--- config.mk ---
export PLATFORM = sky130hd
export DESIGN_NAME = mul
export DESIGN_NICKNAME = d
export VERILOG_FILES = /design/src/rtl/mul_pkg.sv /design/src/rtl/mul_acc_step.sv /design/src/rtl/mul.sv
export SDC_FILE = /design/constraint.sdc
export NUM_CORES = 1
export LEC_CHECK = 0
export CORE_ASPECT_RATIO = 1.1
export CORE_UTILIZATION = 55
export DETAILED_ROUTE_END_ITERATION = 16
export GPL_TIMING_DRIVEN = 1
export PLACE_DENSITY_LB_ADDON = 0.12
export SYNTH_ARGS = -nofsm -noshare
export SYNTH_HDL_FRONTEND = slang
export SYNTH_SLANG_ARGS = --single-unit
--- constraint.sdc ---
create_clock -name i_clk -period 18.1 [get_ports i_clk]
set_input_delay 3.62 -clock i_clk [delete_from_list [all_inputs] [get_ports i_clk]]
set_output_delay 3.62 -clock i_clk [all_outputs]
set_load 0.01 [all_outputs]
--- src/rtl/mul_pkg.sv ---
// rtl/mul_pkg.sv - shared FSM encoding and sizing helpers for the mul/div sequencers
package mul_pkg;

  localparam int WIDTH_DEF = 27;
  localparam int CNT_W     = $clog2(WIDTH_DEF);

  typedef enum logic [1:0] {
    ST_IDLE = 2'd0,
    ST_RUN  = 2'd1,
    ST_DONE = 2'd2
  } state_t;

  // Iteration counter width for an arbitrary operand width (never zero bits)
  function automatic int cnt_width(input int w);
    return (w < 2) ? 1 : $clog2(w);
  endfunction

endpackage

--- src/rtl/mul_acc_step.sv ---
// rtl/mul_acc_step.sv - one combinational shift-add iteration of the radix-2 multiplier
module mul_acc_step #(
  parameter int WIDTH = 27
) (
  input  logic [2*WIDTH-1:0] acc_in,
  input  logic [2*WIDTH-1:0] a_in,
  input  logic [WIDTH-1:0]   b_in,
  output logic [2*WIDTH-1:0] acc_out,
  output logic [2*WIDTH-1:0] a_out,
  output logic [WIDTH-1:0]   b_out
);

  assign acc_out = b_in[0] ? (acc_in + a_in) : acc_in;
  assign a_out   = a_in << 1;
  assign b_out   = b_in >> 1;

endmodule

--- src/rtl/mul.sv ---
// rtl/mul.sv - sequential shift-add unsigned multiplier with start/complete/overflow handshake
// Optional MUL_EARLY_EXIT_EN: finish as soon as the remaining multiplier is all zero.
module mul
  import mul_pkg::*;
#(
  parameter int WIDTH = 27,
  parameter int FRAC  = 0
) (
  input  logic             i_clk,
  input  logic             i_rst,
  input  logic [WIDTH-1:0] i_multiplicand,
  input  logic [WIDTH-1:0] i_multiplier,
  input  logic             i_start,
  output logic [WIDTH-1:0] o_product_out,
  output logic             o_complete,
  output logic             o_overflow,
  output logic             o_busy
);

  localparam int            CW   = cnt_width(WIDTH);
  localparam logic [CW-1:0] LAST = CW'(WIDTH - 1);

  state_t             state;
  logic [2*WIDTH-1:0] acc;
  logic [2*WIDTH-1:0] a_reg;
  logic [WIDTH-1:0]   b_reg;
  logic [CW-1:0]      cnt;
  logic [2*WIDTH-1:0] acc_nx;
  logic [2*WIDTH-1:0] a_nx;
  logic [WIDTH-1:0]   b_nx;
  logic [2*WIDTH-1:0] full_shr;
  logic               last_iter;

  mul_acc_step #(.WIDTH(WIDTH)) u_step (
    .acc_in  (acc),
    .a_in    (a_reg),
    .b_in    (b_reg),
    .acc_out (acc_nx),
    .a_out   (a_nx),
    .b_out   (b_nx)
  );

  // Result window is taken from the value the final iteration produces
  assign full_shr = acc_nx >> FRAC;

`ifdef MUL_EARLY_EXIT_EN
  assign last_iter = (cnt == LAST) || (b_nx == '0);
`else
  assign last_iter = (cnt == LAST);
`endif

  always_ff @(posedge i_clk or posedge i_rst) begin
    if (i_rst) begin
      state         <= ST_IDLE;
      acc           <= '0;
      a_reg         <= '0;
      b_reg         <= '0;
      cnt           <= '0;
      o_product_out <= '0;
      o_complete    <= 1'b0;
      o_overflow    <= 1'b0;
      o_busy        <= 1'b0;
    end else begin
      case (state)
        ST_IDLE, ST_DONE: begin
          if (i_start) begin
            a_reg      <= {{WIDTH{1'b0}}, i_multiplicand};
            b_reg      <= i_multiplier;
            acc        <= '0;
            cnt        <= '0;
            o_complete <= 1'b0;
            o_busy     <= 1'b1;
            state      <= ST_RUN;
          end
        end
        ST_RUN: begin
          acc   <= acc_nx;
          a_reg <= a_nx;
          b_reg <= b_nx;
          cnt   <= cnt + 1'b1;
          if (last_iter) begin
            o_product_out <= full_shr[WIDTH-1:0];
            o_overflow    <= |full_shr[2*WIDTH-1:WIDTH];
            o_complete    <= 1'b1;
            o_busy        <= 1'b0;
            state         <= ST_DONE;
          end
        end
        default: state <= ST_IDLE;
      endcase
    end
  end

endmodule

==> flow_summary.yaml <==
status:
  status: "finished clean"
logic_synthesis:
  ffs_w_async_s_r_synth: 1.00
  synth_top_area_cell: "dfrtp_1"
  synth_edf_count: 0
  syn-instance-count: 1161
  synth.top_cells.by_area: "dfrtp_1 (42%), nand2_1 (7.8%), ha_1 (6.7%)"
  synthesis.nets: 1274
  post_synth_num_cell_types: 72
  post_synth.cell_area_avg_um2: 8.91
  synthDominantCellAreaShare: 0.416
  synth.yosys.seq_area_share: 0.416
  count_of_warnings_emitted_by_yosys: 0
  prevailing_post_synth_register_cell: "dfrtp_1"
  ys_seq_elements: 172
  syn-cell-area_mm2: 0.0103
clock_network:
  clk_transition_reported_paths_ps: 80
  clk_root_buffer_cell: "clkbuf_16"
  cts_setup_buffers: 0
  clock_sinks: 172
  clk_path_buf_depth: 2
  cts_repair_resize_count: 0
  holdBufCountCts: 0
  insertion_delay_ps: 440
  cts_tree: "done"
  tritoncts.num_buffers: 17
  h_tree_depth: 4
placed_design:
  placed_cells_incl_taps: 1425
  numPortBuffers: 86
  place.gp.congestion: 0.922
  placed_cell_area_mm2: 0.0113
  place.detailed.hpwl_um: 18700
cells_and_area:
  final_layout_size_suffix_gt1_frac: 0.0618
  antenna_cells_inserted: 0
  stdcell_count: 1457
  mostFrequentLayoutCells: "nand2_1 (214), dfrtp_1 (172), o21ai_0 (108)"
  syn2layout_area_growth_pct: 14.9
  mostFrequentLayoutCell: "nand2_1"
  layout.nets: 1314
  final_design_area_no_fill_mm2: 0.0119
timing:
  timing.final.max_slew_violations: 0
  fin_tns_setup_ps: 0
  worst_clock_skew_ps: 14.5
  hold_viol: 0
  worst_slew_pin_slew_ps: 1060
  final_period_demand_of_the_worst_path_ps: 5510
  number_of_endpoints_failing_setup_at_the_final_stage: 0
  timing.fmax_mhz: 182
  max_slew_margin: 0.292
  grt_setup_unrepaired: "no"
  final_clock_period_utilization_by_the_worst_path: 0.304
critical_path:
  startpoint_type: "primary input"
  reg2reg_slack_ps: 14020
  cp.required_ps: 18480
  worstPathArrival_ps: 5880
  path_max_fanout: 64
  reg2reg_to: "o_overflow$_DFFE_PP0P_"
  worst_setup_path_end_kind: "flop"
  reg2reg_from: "a_reg[0]$_DFFE_PP0P_"
  r2r.worst_path.cells: 14
  path_class: "in -> reg"
global_routing:
  global_route_wire_length_before_repair_um: 45500
  grt_util_all_layers: 0.297
  first_global_vias: 8705
  initial_antenna_violation_count: 0
  globalRouteOverflowTotal: 0
  grt_start_max_net_pins: 93
drt:
  drt-initial-drc-count: 751
  via_count: 9006
  antenna_nets_post_route: 0
  route.detailed.wl_per_inst_um: 18.8
  vias_per_cell: 6.18
  first_pass_iters: 5
  drc_errors: 0
  drt_wl_total_um: 27400
min_path:
  worstHoldEndpoint: "b_reg[19]$_DFFE_PP0P_"
  timing.hold.worst.class: "reg -> reg"
  hold_path_depth: 2
  hp-start: "b_reg[19]$_DFFE_PP0P_"
pwr:
  net-switching-power_mw: 1.16
  p_leak_nw: 5.36
  p_per_area_mw_per_mm2: 206
  power_mw: 2.44
  p_sw_frac: 0.474
  share_clk_of_total_power: 0.149
  p_comb_frac: 0.571
  power.sequential.fraction: 0.280
  ir_drop_mv: 0.0993
  cellInternalPower_mw: 1.29
floorplanning:
  placementRows: 52
  dieWidth_um: 133
  pin_count: 87
  core_area_mm2: 0.0184
  floorplan.initialDensity: 0.562
  die_area_mm2: 0.0194
  floorplan.die.height_um: 146
flow_run:
  number_of_max_cap_violations: 0
[cell families after synthesis]
group / synth area share
compound gates: 0.240
xor+xnor: 0.0373
flops: 0.416
simple gates: 0.166
buf+inv: 0.0375
mux: 0.0344
fa+ha+maj: 0.0685
[worst max path at each step]
| stage | from | slack (ps) | endpoint | cells past startpoint |
|---|---|---|---|---|
| floorplan | i_rst | 9820 | a_reg[0]$_DFFE_PP0P_ | 1 |
| global placement | i_start | 12150 | cnt[2]$_DFFE_PP0P_ | 6 |
| detailed placement | i_start | 12110 | cnt[2]$_DFFE_PP0P_ | 6 |
| CTS | i_start | 12570 | cnt[2]$_DFFE_PP0P_ | 6 |
| global route | i_start | 12400 | cnt[2]$_DFFE_PP0P_ | 6 |
| finish | i_start | 12590 | acc[32]$_DFFE_PP0P_ | 5 |
[worst max-delay path, cell delays in order]
cell and delay, ps:
clkdlybuf4s50_1 440, nor2b_4 150, nor2_4 650, buf_4 690, a22o_1 250
[stage by stage]
stage,hold WS (ps),util,worst slack [ps]
finish,478,0.646,12590
global route,505,0.646,12400
CTS,483,0.646,12570
detailed placement,464,0.614,12110
global placement,458,0.614,12150
floorplan,446,-,9820
[synth_stat cells, types with 7 or more instances]
cell type and number:
nand2_1 215, dfrtp_1 172, o21ai_0 108, a21oi_1 71, ha_1 55, clkbuf_1 54
a22oi_1 53, nor2_1 38, nand3_1 36, a22o_1 34, nand4_1 23, xor2_1 23
mux2i_1 22, inv_1 21, xnor2_1 21, a21o_1 17, buf_2 16, nor3_1 16
o21a_1 13, mux2_2 12, nand2b_1 11, a211oi_1 10, o211ai_1 10, o21bai_1 9
and3_1 8, nor4_1 8, o21ai_1 8, a31oi_1 7
[power groups by stage]
stage	logic (mW)	clock network (mW)	registers, mW
detailed placement	1.37	0	0.687
floorplan	1.02	0	0.659
CTS	1.38	0.368	0.684
finish	1.40	0.364	0.685
global placement	1.34	0	0.685
global route	1.55	0.380	0.708
[layer usage]
metal | GRT usage | vias to the layer above | part of all wire
li1 | - | 4300 | -
met1 | 0.428 | 4356 | 0.47
met2 | 0.463 | 307 | 0.46
met3 | 0.0439 | 43 | 0.055
met4 | 0.0943 | 0 | 0.020
met5 | 0 | - | 0
[cell type report]
type / instances / area, um2
fill: 1579 / 6530
multi-input combinational: 892 / 5680
sequential: 172 / 4300
timing repair buffer: 96 / 936
clock buffer: 19 / 453
tap: 243 / 304
clock inverter: 13 / 126
inverter: 22 / 87.6
(Power assumes the default switching activity.)
